==> src/rtl/key_debounce.sv <==
// key_debounce: synchronises, debounces and auto-repeats three active-low
// push-buttons. The outputs are clean, registered, active-low levels. While a
// button is held, all outputs are periodically forced "released" for a short
// gap so that a downstream press detector fires again.
module key_debounce #(
    parameter int DEBOUNCE_CYCLES = 500000,
    parameter int REPEAT_DELAY    = 25000000,
    parameter int REPEAT_PERIOD   = 5000000,
    parameter int GAP_CYCLES      = 2,
    parameter bit REPEAT_EN       = 1'b1,
    parameter int CNT_W           = 25
) (
    input  logic clk_in,
    input  logic reset,
    input  logic KEY3_raw,
    input  logic KEY2_raw,
    input  logic KEY1_raw,
    output logic KEY3,
    output logic KEY2,
    output logic KEY1,
    output logic repeat_active
);

    localparam logic [1:0] S_IDLE   = 2'd0;
    localparam logic [1:0] S_HOLD   = 2'd1;
    localparam logic [1:0] S_GAP    = 2'd2;
    localparam logic [1:0] S_REPEAT = 2'd3;

    localparam logic [CNT_W-1:0] DB_LAST  = CNT_W'(DEBOUNCE_CYCLES - 1);
    localparam logic [CNT_W-1:0] RD_LAST  = CNT_W'(REPEAT_DELAY - 1);
    localparam logic [CNT_W-1:0] RP_LAST  = CNT_W'(REPEAT_PERIOD - 1);
    localparam logic [CNT_W-1:0] GAP_LAST = CNT_W'(GAP_CYCLES - 1);

    // Bit 2 = KEY3, bit 1 = KEY2, bit 0 = KEY1 throughout.
    logic [2:0]       raw;
    logic [2:0]       sync1;
    logic [2:0]       sync2;
    logic [2:0]       stable;
    logic [CNT_W-1:0] db_cnt [3];

    logic [1:0]       state;
    logic [1:0]       state_next;
    logic [CNT_W-1:0] rcnt;
    logic [CNT_W-1:0] rcnt_next;
    logic             pend;
    logic             pend_next;
    logic [2:0]       pressed;
    logic [2:0]       prev_pressed;
    logic             any_pressed;
    logic             new_press;
    logic             gap_force;
    logic [2:0]       keys;

    assign raw = {KEY3_raw, KEY2_raw, KEY1_raw};

    // Two-flop synchroniser per key, idling at "released".
    always_ff @(posedge clk_in or posedge reset) begin
        if (reset) begin
            sync1 <= '1;
            sync2 <= '1;
        end else begin
            sync1 <= raw;
            sync2 <= sync1;
        end
    end

    // Per-key debounce: accept a new level after DEBOUNCE_CYCLES differing samples.
    always_ff @(posedge clk_in or posedge reset) begin
        if (reset) begin
            stable <= '1;
            for (int unsigned i = 0; i < 3; i++) begin
                db_cnt[i] <= '0;
            end
        end else begin
            for (int unsigned i = 0; i < 3; i++) begin
                if (sync2[i] != stable[i]) begin
                    if (db_cnt[i] >= DB_LAST) begin
                        stable[i] <= sync2[i];
                        db_cnt[i] <= '0;
                    end else if (db_cnt[i] != '1) begin
                        db_cnt[i] <= db_cnt[i] + 1'b1;
                    end
                end else begin
                    db_cnt[i] <= '0;
                end
            end
        end
    end

    assign pressed     = ~stable;
    assign any_pressed = |pressed;
    assign new_press   = |(pressed & ~prev_pressed);

    // Repeat FSM next-state logic; a full release overrides every state.
    always_comb begin
        state_next = state;
        rcnt_next  = rcnt;
        pend_next  = pend;
        case (state)
            S_IDLE: begin
                if (any_pressed) begin
                    state_next = S_HOLD;
                    rcnt_next  = '0;
                end
            end
            S_HOLD: begin
                if (new_press) begin
                    rcnt_next = '0;
                end else if (rcnt >= RD_LAST) begin
                    if (REPEAT_EN) begin
                        state_next = S_GAP;
                        rcnt_next  = '0;
                    end
                end else begin
                    rcnt_next = rcnt + 1'b1;
                end
            end
            S_GAP: begin
                pend_next = pend | new_press;
                if (rcnt >= GAP_LAST) begin
                    rcnt_next  = '0;
                    pend_next  = 1'b0;
                    state_next = (pend | new_press) ? S_HOLD : S_REPEAT;
                end else begin
                    rcnt_next = rcnt + 1'b1;
                end
            end
            default: begin
                if (new_press) begin
                    state_next = S_HOLD;
                    rcnt_next  = '0;
                end else if (rcnt >= RP_LAST) begin
                    state_next = S_GAP;
                    rcnt_next  = '0;
                end else if (rcnt != '1) begin
                    rcnt_next = rcnt + 1'b1;
                end
            end
        endcase
        if (!any_pressed) begin
            state_next = S_IDLE;
            rcnt_next  = '0;
            pend_next  = 1'b0;
        end
    end

    // Gap forcing follows the state being entered so it lines up with the
    // output register, which samples the same stable levels the FSM sees.
    assign gap_force = (state_next == S_GAP);

    // FSM state and repeat counter registers.
    always_ff @(posedge clk_in or posedge reset) begin
        if (reset) begin
            state        <= S_IDLE;
            rcnt         <= '0;
            pend         <= 1'b0;
            prev_pressed <= '0;
        end else begin
            state        <= state_next;
            rcnt         <= rcnt_next;
            pend         <= pend_next;
            prev_pressed <= pressed;
        end
    end

    // Registered outputs: stable levels, all forced released during a gap.
    always_ff @(posedge clk_in or posedge reset) begin
        if (reset) begin
            keys          <= '1;
            repeat_active <= 1'b0;
        end else begin
            keys          <= stable | {3{gap_force}};
            repeat_active <= (state_next == S_GAP) || (state_next == S_REPEAT);
        end
    end

    assign KEY3 = keys[2];
    assign KEY2 = keys[1];
    assign KEY1 = keys[0];

endmodule

==> config.mk <==
export PLATFORM = sky130hd
export DESIGN_NAME = key_debounce
export DESIGN_NICKNAME = d
export VERILOG_FILES = /design/src/rtl/key_debounce.sv
export SDC_FILE = /design/constraint.sdc
export NUM_CORES = 1
export LEC_CHECK = 0
export CORE_UTILIZATION = 30
export DETAILED_ROUTE_END_ITERATION = 8
export SETUP_SLACK_MARGIN = 0.5
export SLEW_MARGIN = 25
export SYNTH_ARGS = -nofsm -noshare
export SYNTH_HDL_FRONTEND = slang
export SYNTH_SLANG_ARGS = --single-unit
export TNS_END_PERCENT = 10
==> constraint.sdc <==
create_clock -name clk_in -period 4.7 [get_ports clk_in]
set_clock_uncertainty 0.1 [all_clocks]
set_input_delay 0.94 -clock clk_in [delete_from_list [all_inputs] [get_ports clk_in]]
set_output_delay 0.94 -clock clk_in [all_outputs]
set_load 0.01 [all_outputs]
==> results.yml <==
synthesis:
  async_reset_ff_share_pct: 100
  synth.avg_cell_area_sq_um: 10.3
  synth_cell_type_count: 58
  synth_top_area_share_pct: 44.9
  seq_area_frac_synth_pct: 50.2
  synth_edf_count: 0
  synth_area_leaders: "dfrtp_1, dfstp_2, xnor2_1"
  synth_area_leader_cell: "dfrtp_1"
  synth_seq_cells: 119
  synthCells: 580
  synth_area_sq_um: 5970
  synth_flop_cell: "dfrtp_1"
  yosys_warnings: 0
power_and_ir_drop:
  pwr-share-clk_pct: 52.5
  seqPwrFrac_pct: 44.3
  power_mw: 2.39
  pwr-share-comb_pct: 3.2
  power.switching_mw: 0.531
  leakage_nw: 2.62
  ir_drop_uv: 254
  powerDensity_nw_per_um2: 340
  intPower_mw: 1.86
  switching_share_pct: 22.2
die:
  die_y_microns: 143
  dieArea_sq_um: 20500
  io_pins: 9
  die_x_microns: 143
  start_util_pct: 30.7
  core-area_sq_um: 19500
  rows: 51
sta:
  rsz0062_at_grt: "no"
  setup_viol: 0
  whs_ns: 0.253
  max_slew.worst_pin.slew_ns: 0.951
  fmax_mhz: 384
  hold_viol_final: 0
  maxSlewViolCount: 0
  worst_slack_ns: 2.10
  relSlewSlack_pct: 36.6
  setup_tns_ns: 0
  period_needed_ns: 2.60
  fin_crit_sh_pct: 55.3
clocking:
  cts_root_buf: "clkbuf_16"
  insertion_delay_ns: 0.42
  ctsHoldBuffers: 0
  cts_setup_buffers: 0
  ctsResizeCount: 0
  clock_sinks: 119
  path_clk_slew_ns: 0.06
  cts_made_buffers: 17
  cts_tree: "done"
  clock_path_buffers: 2
  h-tree-depth: 4
layout:
  drive_gt1_share_pct: 14.5
  area_delta_synth_final_pct: 17.7
  final_nets: 617
  stdcell_count: 885
  regArea_sq_um: 2990
  post-route-util_pct: 36.1
  post-route-cell-area_sq_um: 7020
  antenna_cells: 0
  fillers: 1906
  multi_input_area_sq_um: 2910
placement:
  gp_congestion: 0.769
  pre_cts_slack_ns: 2.07
  post-dp-hpwl_microns: 7550
  place_area_sq_um: 6420
  place_inst: 852
  io_buffers: 8
setup_path:
  end_kind: "flop"
  startpoint_type: "flop"
  reg2reg_depth: 5
  crit_arrival_ns: 2.82
  worstPathMaxFanout: 25
  required_ns: 4.92
  worstSetupPathType: "flop to flop"
drt:
  viasPerCell: 4.90
  finalWirelength_microns: 11600
  remaining_drc_errors: 0
  ant_nets: 0
  first_iter_violations: 331
  dr.pass1.iters: 4
  vias: 4333
  avgRoutedWirePerCell_microns: 13.1
status:
  status: "complete, no violations"
min_path:
  hold_depth: 0
  hold_class: "flop to flop"
grt:
  grt_pass1_vias: 4228
  grt_start_max_net_pins: 73
  grt.total_usage_pct: 12.8
  grt_overflow: 0
  antenna_found_initial: 0
  grt_pass1_wl_microns: 20400
flow_run:
  drv_cap: 0
-- synthesized netlist by cell type (5+ instances only) --
cell type	instances
o21ai_0	14
nor4_1	5
nor2_1	59
or4_1	11
a21oi_1	27
and3_1	8
nand3_1	29
or3_1	11
a211oi_1	17
o211ai_1	5
nor3_1	12
dfstp_2	12
a211oi_2	17
xnor2_1	31
inv_1	12
ha_1	5
a31oi_1	5
a2111oi_0	6
nand4_1	26
and4_1	13
nand2_1	41
dfrtp_1	107
xor2_1	27
clkbuf_1	19
-- cell usage in the layout (no fill, tap or decap), types with 6 or more instances in the layout --
cell type	count
a211oi_1	17
or4_1	11
nand4_1	26
o21ai_0	14
and3_1	8
and4_1	13
xnor2_1	31
clkbuf_16	17
xor2_1	27
a211oi_2	17
clkdlybuf4s50_1	8
conb_1	18
dfstp_2	12
nor2_1	59
inv_1	11
a2111oi_0	6
nand3_1	29
or3_1	11
buf_4	6
nand2_1	41
a21oi_1	27
dfrtp_1	107
nor3_1	10
-- metal layers --
metal	track usage (%)	up-vias	wire length, microns
li1	-	2185	-
met5	0	-	0
met4	5.38	0	125
met1	17.2	2087	5880
met2	18.9	51	5210
met3	3.96	10	400
-- kinds of logic (layout without fill, tap and decap cells) --
| family | after synthesis | after routing | synth area share, % |
|---|---|---|---|
| other | 1 | 18 | 0.0628 |
| buffers and inverters | 37 | 60 | 2.75 |
| AO/OA/AOI/OAI | 116 | 116 | 14.9 |
| flip-flops | 119 | 119 | 50.2 |
| XOR/XNOR | 58 | 58 | 8.51 |
| AND/OR/NAND/NOR | 240 | 240 | 21.8 |
| adder cells (fa/ha/maj) | 5 | 5 | 1.05 |
| multiplexers | 4 | 4 | 0.734 |
-- final timing paths --
check	end	from	slack (ns)
min in group asynchronous	db_cnt[36]	reset	0.74
setup reg to reg	rcnt[23]	rcnt[11]	2.10
hold / removal	sync2[2]	sync1[2]	0.25
hold reg to reg	sync2[2]	sync1[2]	0.25
max in group asynchronous	keys[2]	reset	2.85
setup / recovery	rcnt[23]	rcnt[11]	2.10
-- state kept, by name, indices dropped and copies added, names as in the netlist --
name	count
keys	3
db_cnt	75
repeat_active	1
sync2	3
state	2
stable	3
sync1	3
pend	1
prev_pressed	3
rcnt	25
-- power groups by stage --
stage	combinational, mW	sequential (mW)	clock (mW)
2_1_floorplan	0.0537	1.07	0
3_3_place_gp	0.0744	1.08	0
3_5_place_dp	0.0754	1.08	0
4_1_cts	0.0754	1.06	1.29
5_1_grt	0.0859	1.06	1.33
6_report	0.0753	1.06	1.25
-- worst max-delay path, stage by stage (launching register included) --
cell,delay [ns]
dfrtp_1,0.47
or4_1,0.50
or4_4,0.55
nor4_4,0.29
a31oi_4,0.23
a211oi_1,0.34
-- area by class of cell --
type,instances,share of cell area [%]
tap,265,4.72
sequential,119,42.6
timing repair buffer,16,2.46
clock inverter,13,1.87
clock buffer,19,6.31
multi-input combinational,441,41.4
inverter,12,0.677
Note: power is estimated with default switching activity, not from simulation.
==> RTL change 1, RTL diff (same flow settings) <==
Change the parameter `CNT_W` from 25 to 50.
--- a/src/rtl/key_debounce.sv
+++ b/src/rtl/key_debounce.sv
@@ -10,3 +10,3 @@
     parameter bit REPEAT_EN       = 1'b1,
-    parameter int CNT_W           = 25
+    parameter int CNT_W           = 50
 ) (
Function: no difference found for any inputs over 4 cycles, from zero or initial values and one cycle with reset high; that may be too few to reach the edited logic, so the function may still have changed.
==> RTL change 1 against the unedited design <==
  * Final area up 49%
  * Core utilization up 1.2 points
  * Sequential cell count up 100
  * Combinational power up 49%
  * Routed wire length up 36%
  * Clock power up 56%
  * Via count up 34%
  * Total power up 70%
  * Worst setup slack worse by 0.24 ns
  * Count of clock-buffer cells in the layout up 15
  * Worst hold slack better by 0.0037 ns
  * Fmax down 8.6%
  * Area after synthesis up 46%
  * Critical path depth up 2
  * Largest power group is now registers
==> RTL change 1: results (changes against the unedited design) <==
status: "finished clean"
synth_xor_area_share_pct: 6.85  # -1.7 points
clk_latency_ns: 0.51  # +0.09 ns
seqPwrFrac_pct: 49.3  # +5.0 points
htreeDepth: 1  # -3
synth_adder_area_share_pct: 0.863  # -0.19 points
detailroute.via_count: 5793  # +34%
viasPerCell: 4.49  # -8.3%
cts.path.max_buffers: 3  # +1
slew_headroom_pct: 45.7  # +9.1 points
antenna_found_initial: 0  # unchanged
synth_mux_area_share_pct: 0.245  # -0.49 points
cts_setup_buffers: 0  # unchanged
gp_congestion: 0.810  # +5.3%
path_delay_family: "simple AND/OR/NAND/NOR gates"
ys_types: 55  # -5.2%
p_comb_share_pct: 2.8  # -0.4 points
largest_register_ffs: 150  # +100%
synthArstFlopShare_pct: 100  # unchanged
hold_path_class: "flip-flop to flip-flop"
grt_pass1_wl_um: 28000  # +37%
wl_per_cell_um: 12.3  # -6.6%
yosys_warnings: 0  # unchanged
num_antenna_cells: 0  # unchanged
arrival_ns: 3.10  # +0.28 ns
portBuffers: 8  # unchanged
p_switching_mw: 0.839  # +58%
finalNetCount: 906  # +47%
ys_seq_area_share_pct: 63.2  # +13 points
p_leak_nw: 4.31  # +64%
synth_compound_area_share_pct: 4.06  # -11 points
die_w_um: 172  # +20%
slowest_stage: "nand4b_1"
hpwl_um: 10500  # +40%
layout-drive-gt1-share_pct: 7.02  # -7.5 points
place_inst: 1247  # +46%
crit_fanout: 14  # -44%
cts_root_buf: "clkbuf_16"
ir_drop_mv: 0.239  # -5.7%
cts_resized: 0  # unchanged
grt_use_total_pct: 11.6  # -1.2 points
first_pass_iters: 4  # unchanged
grt_max_degree: 88  # +21%
crit_path_max_incr_delay_ns: 0.64  # +0.09 ns
path_clk_slew_ns: 0.06  # about the same
ys_top_cells_by_area: "dfrtp_1 (60%), xor2_1 (5.7%), nand4_1 (5.3%), nor2_1 (4.4%), dfstp_2 (3.6%)"
netlist_top_cells_count: "dfrtp_1 (207), nor2_1 (101), nand4_1 (74)"
cts_buffers: 24  # +7
dr.first_iter.drc_count: 343  # +3.6%
synth_ff_type: "dfrtp_1"
largestRegisters: "db_cnt: 150 flops, rcnt: 50 flops"
post_synth.cell_area_avg_um2: 11.5  # +12%
-- RTL change 1: cell types whose count changed in the layout (fill, tap and decap cells not counted), sizes merged, moves of 14 or more --
cell    unedited run  this run
a211oi            34         5
a21oi             27        13
clkbuf            19        34
conb              18       118
dfrtp            107       207
nand3             29        47
nand4             26        74
nor2              59       101
nor4               7        45
xnor2             31        11
xor2              27        57
-- RTL change 1: per-stage QoR --
stage	instance area, um2	util [%]	setup slack (ns)	power [mW]
CTS	10500	37.3	1.87	4.13
global placement	9660	34.3	1.89	2.15
detailed placement	9670	34.3	1.85	2.15
finish	10500	37.3	1.86	4.06
floorplan	9140	-	0.816	2.10
global route	10500	37.3	1.61	4.23
-- RTL change 1: final cells by class --
| class | instances | area, um2 |
|---|---|---|
| Inverter | 9 | 37.5 |
| Fill cell | 2732 | 17700 |
| Multi-Input combinational cell | 629 | 3530 |
| Sequential cell | 219 | 5500 |
| Clock inverter | 9 | 149 |
| Clock buffer | 34 | 679 |
| Timing Repair Buffer | 12 | 135 |
| Tap cell | 378 | 473 |
-- RTL change 1: worst paths after layout --
| kind | from | to | slack [ns] | cells past startpoint |
|---|---|---|---|---|
| worst max-delay path | db_cnt[0] | db_cnt[11] | 1.86 | 7 |
| worst min-delay path | sync1[2] | sync2[2] | 0.26 | 0 |
| worst max register to register | db_cnt[0] | db_cnt[11] | 1.86 | 7 |
| worst min register to register | sync1[2] | sync2[2] | 0.26 | 0 |
| max in group asynchronous | reset | sync1[1] | 2.96 | 3 |
| min in group asynchronous | reset | db_cnt[145] | 0.72 | 2 |
-- RTL change 1: layer usage --
layer / global-route usage [%] / vias up / routed length, um
li1: - / 2903 / -
met3: 2.17 / 35 / 490
met4: 3.96 / 0 / 462
met2: 17.6 / 62 / 6940
met5: 0 / - / 0
met1: 16.4 / 2793 / 7920
==> RTL change 2, RTL diff (same settings) <==
Without the edit above. Put a register stage on the outputs `KEY3`, `KEY2` and `KEY1`, cleared by the reset. The values now appear one clock later. The other outputs are not delayed to match.
--- a/src/rtl/key_debounce.sv
+++ b/src/rtl/key_debounce.sv
@@ -176,5 +176,13 @@
 
-    assign KEY3 = keys[2];
-    assign KEY2 = keys[1];
-    assign KEY1 = keys[0];
+    always_ff @(posedge clk_in or posedge reset) begin
+        if (reset) begin
+            KEY3 <= '0;
+            KEY2 <= '0;
+            KEY1 <= '0;
+        end else begin
+            KEY3 <= keys[2];
+            KEY2 <= keys[1];
+            KEY1 <= keys[0];
+        end
+    end
 
Check against the original RTL: not equivalent (Yosys sat finds a counterexample within 4 cycles, from zero or initial values and one cycle with reset high).
==> RTL change 2 against the unedited design <==
  * Clock power up 17%
  * Worst setup slack worse by 0.0082 ns
  * Die area is 1.2% higher
  * Total power increased by 9.6%
  * Final area rose by 2.2%
  * Critical path depth unchanged
  * Count of clock-buffer cells in the layout fell by 2
  * Sequential cell count grew 3
  * Routed wire length increased by 0.13%
  * Combinational power hardly changed
  * Area after synthesis grew 1.3%
  * Critical endpoint is now rcnt[1]
  * Largest cell class unchanged
  * Largest power group unchanged
==> RTL change 2: results (changes against the unedited design) <==
status: "finished clean"
grtUsageMet1_pct: 17.3  # +0.10 points
place_inst: 855  # +0.35%
fillers: 1951  # +2.4%
yosys_warnings: 0  # unchanged
grt_pass1_vias: 4297  # +1.6%
wl_um: 11600  # +0.13%
cts_root_buf: "clkbuf_16"
ir_drop_mv: 0.249  # -1.8%
layout.area.seq_um2: 3070  # +2.5%
dr.first_iter.drc_count: 289  # -13%
synthArstFlopShare_pct: 100  # unchanged
p_leak_nw: 2.71  # +3.1%
switching_share_pct: 21.7  # -0.48 points
gp_congestion: 0.762  # -0.96%
layout.cells.non_filler: 888  # +0.34%
slowest_stage: "or4_4"
dpl-instance-area_um2: 6490  # +1.1%
use_met3_pct: 3.37  # -0.59 points
synthCells: 583  # +0.52%
portBuffers: 8  # unchanged
ys_top_cells_by_area: "dfrtp_1 (46%), dfstp_2 (5.2%), xnor2_1 (4.5%), xor2_1 (3.9%), nor2_1 (3.7%)"
synth_edf_count: 0  # unchanged
first_pass_iters: 4  # unchanged
arrival_ns: 2.83  # about the same
layout-drive-gt1-share_pct: 14.6  # +0.091 points
finalNetCount: 620  # +0.49%
cts_setup_buffers: 0  # unchanged
grt_pass1_wl_um: 20800  # +2.0%
netlist_top_cells_count: "dfrtp_1 (110), nor2_1 (59), nand2_1 (41)"
hpwl_um: 7470  # -1.1%
ys_seq_area_share_pct: 50.8  # +0.62 points
num_antenna_cells: 0  # unchanged
path_delay_family: "simple AND/OR/NAND/NOR gates"
grt_use_total_pct: 12.8  # +0.045 points
gr-max-usage-layer: "met2"
pre_cts_ws_ns: 2.07  # +0.00514 ns
crit_path_max_incr_delay_ns: 0.54
viasPerCell: 4.99  # +2.0%
grt_max_degree: 82  # +12%
reg2regPathDepth: 5  # unchanged
slew_headroom_pct: 37.5  # +0.94 points
grt_use_met2_pct: 19.4  # +0.43 points
-- RTL change 2: cell types whose count changed after synthesis, sizes merged --
cell	before	now
dfrtp	107	110
-- RTL change 2: final cells by class --
type                       instances  share of cell area, %
inverter                          12                  0.679
multi-input combinational        441                   40.5
sequential                       122                   42.7
tap                              265                   4.62
clock buffer                      17                   5.92
timing repair buffer              16                   2.30
clock inverter                    15                   3.31
-- RTL change 2: cells by family after synthesis --
kind of cell / count (synthesis) / synth area share (%)
adder cells (fa/ha/maj): 5 / 1.04
buffers and inverters: 37 / 2.71
AO/OA/AOI/OAI: 116 / 14.7
AND/OR/NAND/NOR: 240 / 21.5
other: 1 / 0.0621
flip-flops: 122 / 50.8
multiplexers: 4 / 0.725
XOR/XNOR: 58 / 8.41
-- RTL change 2: final timing paths --
path,startpoint,end,slack (ns)
worst max register to register,rcnt[11],rcnt[1],2.09
worst max-delay path,rcnt[11],rcnt[1],2.09
worst min-delay path,sync1[2],sync2[2],0.26
worst min register to register,sync1[2],sync2[2],0.26
max in group asynchronous,reset,keys[0],3.05
min in group asynchronous,reset,db_cnt[49],0.72
-- RTL change 2: routing by layer --
metal | vias to the layer above | part of all wire [%]
met3 | 13 | 4.0
met2 | 75 | 45
li1 | 2203 | -
met4 | 0 | 1.3
met1 | 2142 | 49
met5 | - | 0
-- RTL change 2: power groups by stage --
stage | clock network [mW] | logic, mW | registers (mW)
6_report | 1.46 | 0.0752 | 1.09
5_1_grt | 1.54 | 0.0867 | 1.09
4_1_cts | 1.49 | 0.0761 | 1.09
3_5_place_dp | 0 | 0.0749 | 1.11
3_3_place_gp | 0 | 0.0747 | 1.10
2_1_floorplan | 0 | 0.0543 | 1.10
